--- config.mk ---
export PLATFORM = sky130hd
export DESIGN_NAME = seg_scan
export DESIGN_NICKNAME = d
export VERILOG_FILES = /design/src/rtl/seg_scan.sv
export SDC_FILE = /design/constraint.sdc
export NUM_CORES = 1
export LEC_CHECK = 0
export ABC_AREA = 1
export CORE_ASPECT_RATIO = 0.6
export CORE_UTILIZATION = 45
export CTS_CLUSTER_SIZE = 30
export DETAILED_ROUTE_END_ITERATION = 6
export HOLD_SLACK_MARGIN = 0.05
export PLACE_DENSITY_LB_ADDON = 0.1
export SLEW_MARGIN = 20
export SYNTH_ARGS = -nofsm -noshare
export SYNTH_HDL_FRONTEND = slang
export SYNTH_SLANG_ARGS = --single-unit
--- constraint.sdc ---
create_clock -name clk -period 4.8 [get_ports clk]
set_clock_uncertainty 0.15 [all_clocks]
set_input_delay 0.96 -clock clk [delete_from_list [all_inputs] [get_ports clk]]
set_output_delay 0.96 -clock clk [all_outputs]
set_load 0.005 [all_outputs]
--- src/rtl/seg_scan.sv ---
// seg_scan: time-multiplexed 7-segment scanner with frame-synchronous double buffering
module seg_scan #(
    parameter int NDIG    = 8,
    parameter int CLK_DIV = 50000,
    parameter int BLANK   = 16
) (
    input  logic              clk,
    input  logic              rst_n,
    input  logic [4*NDIG-1:0] data_in,
    input  logic              load,
    input  logic              lzb,
    output logic [3:0]        nib,
    output logic [NDIG-1:0]   dig,
    output logic              pending,
    output logic              frame_done
);
    localparam int CW = $clog2(CLK_DIV);
    localparam int IW = NDIG > 1 ? $clog2(NDIG) : 1;
    logic [CW-1:0]     cnt_q, cnt_d;
    logic [IW-1:0]     idx_q, idx_d;
    logic [4*NDIG-1:0] shadow_q, shadow_d, staged_q, staged_d;
    logic              pending_q, pending_d, frame_done_q, frame_done_d;
    logic [NDIG-1:0]   dig_q, dig_d;
    logic [3:0]        nib_q, nib_d;
    logic [3:0]        nibs [NDIG];
    logic [NDIG-1:0]   lz;
    logic              last_cnt, boundary, on;
    // lz[g]: this digit and every digit above it are zero, so it is a leading zero
    for (genvar g = 0; g < NDIG; g++) begin : g_dig
        assign nibs[g] = shadow_q[4*g +: 4];
        assign lz[g]   = (g != 0) && (shadow_q[4*NDIG-1:4*g] == '0);
    end
    always_comb begin
        last_cnt     = cnt_q == CW'(CLK_DIV - 1);
        boundary     = last_cnt && idx_q == IW'(NDIG - 1);
        cnt_d        = last_cnt ? '0 : cnt_q + 1'b1;
        idx_d        = last_cnt ? (boundary ? '0 : idx_q + 1'b1) : idx_q;
        shadow_d     = shadow_q;
        staged_d     = staged_q;
        pending_d    = pending_q;
        if (boundary) begin
            shadow_d  = load ? data_in : pending_q ? staged_q : shadow_q;
            pending_d = 1'b0;
        end else if (load) begin
            staged_d  = data_in;
            pending_d = 1'b1;
        end
        on           = cnt_q >= CW'(BLANK);
        dig_d        = on ? ~(NDIG'(1) << idx_q) : '1;
        nib_d        = (on && !(lzb && lz[idx_q])) ? nibs[idx_q] : 4'hF;
        frame_done_d = boundary;
    end
    always_ff @(posedge clk or negedge rst_n) begin
        if (!rst_n) begin
            cnt_q        <= '0;
            idx_q        <= '0;
            shadow_q     <= '0;
            staged_q     <= '0;
            pending_q    <= 1'b0;
            frame_done_q <= 1'b0;
            dig_q        <= '1;
            nib_q        <= 4'hF;
        end else begin
            cnt_q        <= cnt_d;
            idx_q        <= idx_d;
            shadow_q     <= shadow_d;
            staged_q     <= staged_d;
            pending_q    <= pending_d;
            frame_done_q <= frame_done_d;
            dig_q        <= dig_d;
            nib_q        <= nib_d;
        end
    end
    assign nib        = nib_q;
    assign dig        = dig_q;
    assign pending    = pending_q;
    assign frame_done = frame_done_q;
endmodule

==> impl_metrics.json <==
{
  "diodes": 0,
  "antenna_found_initial": 0,
  "async_flop_share_pct": 100,
  "p_int_mw": 1.39,
  "io_buffers": 49,
  "n_fill_cell": 1021,
  "synthDistinctLibCells": 31,
  "cp-end-kind": "register",
  "ios": 50,
  "grt_max_degree": 58,
  "clkTransAtPathRegs_ps": 70,
  "critical-path-max-stage-delay_ps": 820,
  "syn_nets": 673,
  "synth_edf_count": 0,
  "multiInputGateArea_um2": 2080,
  "cts_tree": "yes",
  "dieArea_um2": 11300,
  "setup-tns-final_ps": 0,
  "ys_top_cells_by_area": "dfrtp_1 43%, nand2_1 19%, dfstp_2 6.4%",
  "place_ws_ps": 2040,
  "synth_xor_area_share_pct": 1.25,
  "synthAdderAreaFrac_pct": 2.04,
  "drive_gt1_share_pct": 8.49,
  "synth-main-ff-cell": "dfrtp_1",
  "pwr-share-clk_pct": 43.4,
  "synth_top_family_by_area": "simple AND/OR/NAND/NOR gates",
  "ys_warn_count": 0,
  "fmaxAchievable_mhz": 355,
  "syn2layout_area_growth_pct": 17.0,
  "critPathBufInv": 0,
  "slowest_stage": "dfrtp_1",
  "setup_ws_ps": 1980,
  "core_area_um2": 10600,
  "seq_area_um2": 2440,
  "path_class": "register to register",
  "maxCapViolCount": 0,
  "clock_path_buffers": 2,
  "cts_made_buffers": 9,
  "synth-simple-area-share_pct": 30.5,
  "synth_top_area_cell": "dfrtp_1",
  "period_share_pct": 58.7,
  "yosysTopAreaCellShare_pct": 43.3,
  "die_h_um": 82.9,
  "drc_errors": 0,
  "ctsHoldBuffers": 0,
  "cp.arrival_ps": 2960,
  "track_usage_pct": 20.7,
  "grt_setup_unrepaired": "no",
  "slew_violations": 0,
  "hpwl_um": 7500,
  "syn-instance-count": 629,
  "setup_viol": 0,
  "worst_slew_pin_slew_ps": 734,
  "leakage_nw": 2.92,
  "first_iter_violations": 305,
  "slew_headroom_pct": 51.0,
  "die_w_um": 137,
  "detail-route-antenna-nets": 0,
  "grt_first_pass_wirelength_um": 18000,
  "synth.area.mux_share_pct": 3.44,
  "layout.nets": 710,
  "path_cells": "ha_1 > ha_1 > nand3_4 > nor2_4 > nand2_1 > nand2_1",
  "hold_violations": 0,
  "synth_compound_area_share_pct": 5.17,
  "stdcell_count": 810,
  "hold_path.class": "register to register",
  "place.gp.congestion": 0.857,
  "vdd_drop_max_mv": 0.192,
  "fin_crit_ps": 2820,
  "path_delay_family": "simple AND/OR/NAND/NOR gates",
  "cts_root_buffer": "clkbuf_16",
  "wl_um": 10600,
  "synth_area_um2": 4910,
  "yosysSeqAreaShare_pct": 49.7,
  "start_util_pct": 46.4,
  "powerDensity_nw_per_um2": 316,
  "worstPathMaxFanout": 32,
  "required_ps": 4940,
  "p_comb_share_pct": 8.2,
  "status": "completed",
  "grt-ovfl-total": 0,
  "cts_setup_buffers": 0,
  "switching_share_pct": 23.7,
  "vias": 3950,
  "cts_max_level": 3,
  "avgSynthCellArea_um2": 7.81,
  "ys_seq_elements": 97,
  "seqPwrFrac_pct": 48.4,
  "clk-insertion-delay-late_ps": 350,
  "rows": 29,
  "critPathLaunchType": "register",
  "dp.cells": 794,
  "first_pass_iters": 5,
  "cts-resized-gates": 0,
  "grt_pass1_vias": 3605,
  "p_sw_mw": 0.430,
  "viasPerCell": 4.88,
  "clock_sinks": 97,
  "routedWlPerCell_um": 13.1
}
## cell usage in the layout (no fill, tap or decap)
cell type	count
nand2_1	247
dfrtp_1	85
nor2_1	61
inv_1	57
clkdlybuf4s50_1	47
nand3_1	36
o21ai_0	30
a21oi_1	18
mux2_2	15
dfstp_2	12
clkbuf_16	9
ha_1	8
nor3_1	7
xor2_1	6
nand4_1	5
inv_6	3
buf_4	3
clkinv_1	2
or2_2	2
nor2_2	2
bufinv_16	2
clkinvlp_4	2
a21boi_0	1
nand3_2	1
nand3_4	1
inv_2	1
nor4_1	1
xnor2_1	1
a31oi_1	1
nor3b_1	1
nand2_4	1
nand2_2	1
nor2_4	1
buf_2	1
## path summary, 6_finish.rpt
| check | to | slack [ps] | depth (start not counted) | start |
|---|---|---|---|---|
| max | shadow_q[27] | 1980 | 6 | idx_q[0] |
| min | staged_q[14] | 320 | 2 | staged_q[14] |
| max reg2reg | shadow_q[27] | 1980 | 6 | idx_q[0] |
| min reg2reg | staged_q[14] | 320 | 2 | staged_q[14] |
| max in group asynchronous | dig[7] | 2990 | 2 | rst_n |
| min in group asynchronous | staged_q[8] | 510 | 1 | rst_n |
## routing by layer
layer | wire (um) | GRT usage (%)
met1 | 5980 | 34.6
met5 | 0 | 0
met3 | 682 | 5.98
met4 | 68 | 4.50
met2 | 3850 | 25.3
## power by group through the flow
stage / sequential, mW / clock [mW] / combinational (mW)
floorplan: 0.887 / 0 / 0.0853
global placement: 0.892 / 0 / 0.147
detailed placement: 0.893 / 0 / 0.150
CTS: 0.878 / 0.806 / 0.151
global route: 0.883 / 0.845 / 0.171
finish: 0.879 / 0.788 / 0.149
## cell families after synthesis
kind of cell    after synthesis
compound gates               50
fa+ha+maj                     8
xor+xnor                      7
mux                          15
simple gates                367
buf+inv                      85
flops                        97
## layout make-up
type,instances,share of cell area (%)
timing repair buffer,51,8.66
tap,139,3.03
clock buffer,9,3.92
sequential,97,42.5
inverter,60,3.92
clock inverter,7,1.76
multi-input combinational,447,36.2
## sequential cells by signal, indices dropped and copies added (netlist names)
signal	count
frame_done	1
nib	4
idx_q	3
staged_q	32
pending	1
dig	8
shadow_q	32
cnt_q	16
## worst reg2reg max path, cell delays in order, from the launching register on
cell and delay (ps):
dfrtp_1 820, ha_1 300, ha_1 250, nand3_4 300, nor2_4 680, nand2_1 160, nand2_1 100
## cells in the mapped netlist, types with 7 or more instances
cell type / count
nand3_1: 36
ha_1: 8
o21ai_0: 30
nor3_1: 7
clkbuf_1: 9
nor2_1: 61
dfrtp_1: 85
dfstp_2: 12
mux2_2: 15
a21oi_1: 18
inv_1: 57
nand2_1: 247
buf_6: 8
## stage by stage
stage / hold WS (ps) / total power, mW / util, % / instance area (um2)
final: 315 / 1.82 / 54.3 / 5750
after global routing: 340 / 1.90 / 54.3 / 5750
after CTS: 321 / 1.84 / 54.3 / 5750
after detailed placement: 305 / 1.04 / 51.2 / 5420
after global placement: 299 / 1.04 / 51.2 / 5420
after floorplan: 284 / 0.972 / - / 4910
No activity file was read; power rests on OpenSTA's default activity.
